===== config.mk =====
export PLATFORM = sky130hd
export DESIGN_NAME = ss_sort_ctrl
export DESIGN_NICKNAME = d
export VERILOG_FILES = /design/src/rtl/ss_sort_ctrl.sv
export SDC_FILE = /design/constraint.sdc
export NUM_CORES = 1
export LEC_CHECK = 0
export CAP_MARGIN = 0
export CORE_ASPECT_RATIO = 0.9
export CORE_MARGIN = 8
export CORE_UTILIZATION = 38
export CTS_BUF_LIST = sky130_fd_sc_hd__clkbuf_4
export CTS_CLUSTER_DIAMETER = 120
export DETAILED_ROUTE_END_ITERATION = 10
export DONT_BUFFER_PORTS = 1
export PLACE_DENSITY = 0.61
export SYNTH_ARGS = -nofsm -noshare
export SYNTH_HDL_FRONTEND = slang
export SYNTH_SLANG_ARGS = --single-unit
export TNS_END_PERCENT = 30

===== constraint.sdc =====
create_clock -name i_clk -period 3.9 [get_ports i_clk]
set_input_delay 0.78 -clock i_clk [delete_from_list [all_inputs] [get_ports i_clk]]
set_output_delay 0.78 -clock i_clk [all_outputs]
set_load 0.02 [all_outputs]

===== src/rtl/ss_sort_ctrl.sv =====
// In-place ascending selection sort sequencer driving an external synchronous-read RAM.
// One pass per outer index: read a[i], scan the rest for the minimum, then swap if needed.
module ss_sort_ctrl #(
   parameter int N_ELEM = 8,
   parameter int DATA_W = 16,
   localparam int ADDR_W = ($clog2(N_ELEM) < 1) ? 1 : $clog2(N_ELEM)
) (
   input  logic              i_clk,
   input  logic              i_rst,
   input  logic              i_start,
   output logic              o_busy,
   output logic              o_done,
   output logic [ADDR_W-1:0] o_rd_addr,
   input  logic [DATA_W-1:0] i_rd_data,
   output logic              o_wr_en,
   output logic [ADDR_W-1:0] o_wr_addr,
   output logic [DATA_W-1:0] o_wr_data
);

   // state    | meaning
   // IDLE     | waiting for i_start
   // RD_I     | read a[i]
   // SCAN     | read a[j], compare data of a[j-1] against running minimum
   // CMP_LAST | compare data of a[N_ELEM-1], no read
   // SWAP1    | write min_val to a[i]
   // SWAP2    | write old a[i] to a[min_idx]
   // DONE     | o_done held until i_start drops
   typedef enum logic [2:0] {IDLE, RD_I, SCAN, CMP_LAST, SWAP1, SWAP2, DONE} state_t;

   localparam logic [ADDR_W-1:0] LAST = ADDR_W'(N_ELEM - 1);

   state_t            state;
   logic [ADDR_W-1:0] pass_idx;
   logic [ADDR_W-1:0] scan_idx;
   logic [ADDR_W-1:0] min_idx;
   logic [DATA_W-1:0] min_val;
   logic [DATA_W-1:0] ai_val;
   logic              first;

   logic              less;
   logic [ADDR_W-1:0] pass_nxt;
   logic [DATA_W-1:0] last_min;
   logic [ADDR_W-1:0] last_idx;
   logic              pass_end;

   assign less     = i_rd_data < min_val;
   assign pass_nxt = pass_idx + 1'b1;
   assign last_min = less ? i_rd_data : min_val;
   assign last_idx = less ? LAST : min_idx;
   // A pass ends straight out of CMP_LAST when nothing moves, otherwise after SWAP2.
   assign pass_end = ((state == CMP_LAST) && (last_idx == pass_idx)) || (state == SWAP2);

   always_ff @(posedge i_clk) begin
      if (i_rst) begin
         state     <= IDLE;
         pass_idx  <= '0;
         scan_idx  <= '0;
         min_idx   <= '0;
         min_val   <= '0;
         ai_val    <= '0;
         first     <= 1'b0;
         o_busy    <= 1'b0;
         o_done    <= 1'b0;
         o_rd_addr <= '0;
         o_wr_en   <= 1'b0;
         o_wr_addr <= '0;
         o_wr_data <= '0;
      end else begin
         o_rd_addr <= '0;
         o_wr_en   <= 1'b0;
         o_wr_addr <= '0;
         o_wr_data <= '0;
         case (state)
            IDLE: begin
               if (i_start) begin
                  pass_idx <= '0;
                  o_busy   <= 1'b1;
                  state    <= RD_I;
               end
            end
            RD_I: begin
               scan_idx  <= pass_nxt;
               o_rd_addr <= pass_nxt;
               first     <= 1'b1;
               state     <= SCAN;
            end
            SCAN: begin
               first <= 1'b0;
               if (first) begin
                  ai_val  <= i_rd_data;
                  min_val <= i_rd_data;
                  min_idx <= pass_idx;
               end else if (less) begin
                  min_val <= i_rd_data;
                  min_idx <= scan_idx - 1'b1;
               end
               if (scan_idx == LAST) begin
                  state <= CMP_LAST;
               end else begin
                  scan_idx  <= scan_idx + 1'b1;
                  o_rd_addr <= scan_idx + 1'b1;
               end
            end
            CMP_LAST: begin
               min_val <= last_min;
               min_idx <= last_idx;
               if (last_idx != pass_idx) begin
                  o_wr_en   <= 1'b1;
                  o_wr_addr <= pass_idx;
                  o_wr_data <= last_min;
                  state     <= SWAP1;
               end
            end
            SWAP1: begin
               o_wr_en   <= 1'b1;
               o_wr_addr <= min_idx;
               o_wr_data <= ai_val;
               state     <= SWAP2;
            end
            SWAP2: ;
            DONE: begin
               if (!i_start) begin
                  o_done <= 1'b0;
                  state  <= IDLE;
               end
            end
            default: state <= IDLE;
         endcase
         if (pass_end) begin
            pass_idx <= pass_nxt;
            if (pass_nxt == LAST) begin
               o_busy <= 1'b0;
               o_done <= 1'b1;
               state  <= DONE;
            end else begin
               o_rd_addr <= pass_nxt;
               state     <= RD_I;
            end
         end
      end
   end

endmodule


==> flow_summary.yaml <==
outcome:
  status: "finished clean"
floorplan:
  start_util: 0.393
  die_h_um: 106
  dieArea_um2: 12200
  row_count: 32
  core_um2: 8650
  io_pins: 44
  die_w_um: 116
clock_tree:
  path_clk_slew_ns: 0.12
  numCtsBuffers: 9
  clock-sinks: 70
  cts_tree: "yes"
  cts_setup_buffers: 0
  clock_latency_ns: 0.42
  clock-root-buffer: "clkbuf_4"
  ctsHoldBuffers: 0
  ctsLongestPathBuffers: 2
  postCtsResizedCells: 0
  cts_max_level: 3
pwr:
  powerDensity_nw_per_um2: 386
  vdd_drop_max_mv: 0.184
  total_power_mw: 1.41
  p_leak_nw: 1.35
global_route:
  overflow: 0
  use_met1: 0.172
  top_usage_layer: "met2"
  antenna_found_initial: 1
  use_met3: 0.0365
  grt_pass1_vias: 2650
  grt_max_degree: 60
  met2_usage: 0.205
  grt_pass1_wl_um: 13100
  track_usage: 0.135
route:
  postRouteAntennaNets: 0
  drc: 0
  vias_per_cell: 5.23
  first_pass_iters: 4
  drt-wirelength-per-cell_um: 14.8
  dr.first_iter.drc_count: 249
  drt_wl_total_um: 7960
  dr_total_vias: 2816
placed_design:
  place_ws_ns: 0.482
  place_hpwl_um: 5370
  gp_congestion: 0.792
  placed_cell_area_um2: 3500
  io_buffer_count: 0
sta:
  hold_slack_ns: 0.418
  setup_viol: 0
  fin_crit_ns: 3.05
  slew_headroom: 0.455
  finalCritPeriodShare: 0.782
  fin_setup_tns_ns: 0
  max_freq_mhz: 328
  finalMaxSlewViolations: 0
  fin_ws_ns: 0.852
  finalHoldViolCount: 0
  worst_pin_slew_ns: 0.815
  grt_setup_unrepaired: "no"
  fin_skew_ns: 0.0159
worst_setup_path:
  path_max_fanout: 8
  arrival_ns: 3.37
  r2r_start: "min_val[9]"
  reg2regPathDepth: 10
  rrSetupSlack_ns: 0.85
  required_ns: 4.22
  start_kind: "flip-flop"
  worstSetupPathType: "reg2reg"
  cp-end-kind: "flip-flop"
  reg2reg_to: "pass_idx[0]"
synthesis:
  synthTopCellsByCount: "dfxtp_1, nand2_1, nor2_1, a21oi_1, o21ai_0"
  synthArstFlopShare: 0
  yosysMostFrequentCell: "dfxtp_1"
  synth_warnings: 0
  postSynthCellCount: 421
  synth-edff-count: 0
  yosysTopAreaCellShare: 0.413
  ys_top_cells_by_area: "dfxtp_1, nand2_1, ha_1"
  synth_top_area_cell: "dfxtp_1"
  yosysSeqAreaShare: 0.413
  syn_area_per_cell_um2: 8.07
  synthFlopType: "dfxtp_1"
  syn_area_um2: 3400
  synth_seq_cells: 70
  ys_types: 50
  syn_nets: 460
cells_and_area:
  drive_gt1_frac: 0.0766
  fillCellCount: 893
  final_nets: 452
  areaGrowthSynthToFinish_pct: 7.29
  register_area_um2: 1400
  multi_input_area_um2: 1830
  design_area_um2: 3640
flow_run:
  maxCapViolations: 0
hold_path:
  worstHoldPathCells: 1
  hp-class: "in2reg"
  min_from: "i_rst"
  min_to: "scan_idx[1]"
report_power, final:
part / leakage, nW / switching (mW) / total [mW] / internal [mW]
Sequential: 0.566 / 0.0278 / 0.762 / 0.734
Clock: 0.0735 / 0.269 / 0.480 / 0.211
Combinational: 0.712 / 0.0917 / 0.165 / 0.0728
Total: 1.35 / 0.388 / 1.41 / 1.02
stage by stage:
stage | util | std cells
CTS | 0.421 | 537
global route | 0.421 | 538
global placement | 0.405 | 521
floorplan | - | 421
finish | 0.421 | 538
detailed placement | 0.405 | 521
final cells by class:
cell class / instances / share of cell area
well taps: 119 / 0.0409
flip-flops and latches: 70 / 0.384
repair buffers: 5 / 0.0103
multi-input cells: 306 / 0.503
inverters: 21 / 0.0216
clock inverters: 5 / 0.0161
clock buffers: 11 / 0.0227
diodes: 1 / 0.000687
registers in the layout (all words and copies together) (netlist names):
name and flops:
scan_idx 3, o_rd_addr 3, pass_idx 3, state 3, ai_val 16, min_val 16
first 1, o_wr_data 16, o_busy 1, o_wr_addr 3, o_wr_en 1, min_idx 3
o_done 1
how the worst max path moves through the flow:
stage	from	end	slack, ns	depth (start not counted)
finish	min_val[9]	pass_idx[0]	0.85	10
global route	min_val[9]	pass_idx[0]	0.66	10
CTS	min_val[9]	pass_idx[0]	0.86	10
detailed placement	i_rd_data[9]	pass_idx[1]	0.48	9
global placement	i_rd_data[9]	pass_idx[0]	0.52	9
floorplan	i_rd_data[9]	pass_idx[0]	0.74	9
layer usage:
layer,vias up,share of wire
li1,1422,-
met1,1317,0.44
met2,69,0.46
met3,8,0.078
met4,0,0.016
met5,-,0
logic make-up (layout without fill, tap and decap cells):
logic type               count (synthesis)  after routing  synth area share
other                                    0              1                 0
flip-flops                              70             70             0.413
adder cells (fa/ha/maj)                 20             20            0.0737
multiplexers                            22             22            0.0656
AND/OR/NAND/NOR                        155            155             0.196
XOR/XNOR                                 4              4            0.0103
AO/OA/AOI/OAI                          105            105             0.190
buffers and inverters                   45             42            0.0516
critical path: stages, from the launching register on:
cell,delay [ns]
dfxtp_1,0.35
inv_1,0.06
ha_1,0.28
a21o_1,0.18
a221o_1,0.32
a221oi_2,0.30
o21ai_2,0.17
o32a_1,0.33
a21o_1,0.28
o21ai_2,0.30
mux2_2,0.37
cells in the final DEF (no fill, tap or decap), types with 4 or more instances in the layout:
master,n
o21ai_0,29
nand2b_1,7
mux2i_1,20
a21oi_1,39
buf_4,5
ha_1,20
nor3_1,4
o22ai_1,4
inv_1,21
nor2_1,57
clkbuf_4,11
dfxtp_1,70
nand2_1,67
No activity file was read; power rests on OpenSTA's default activity.
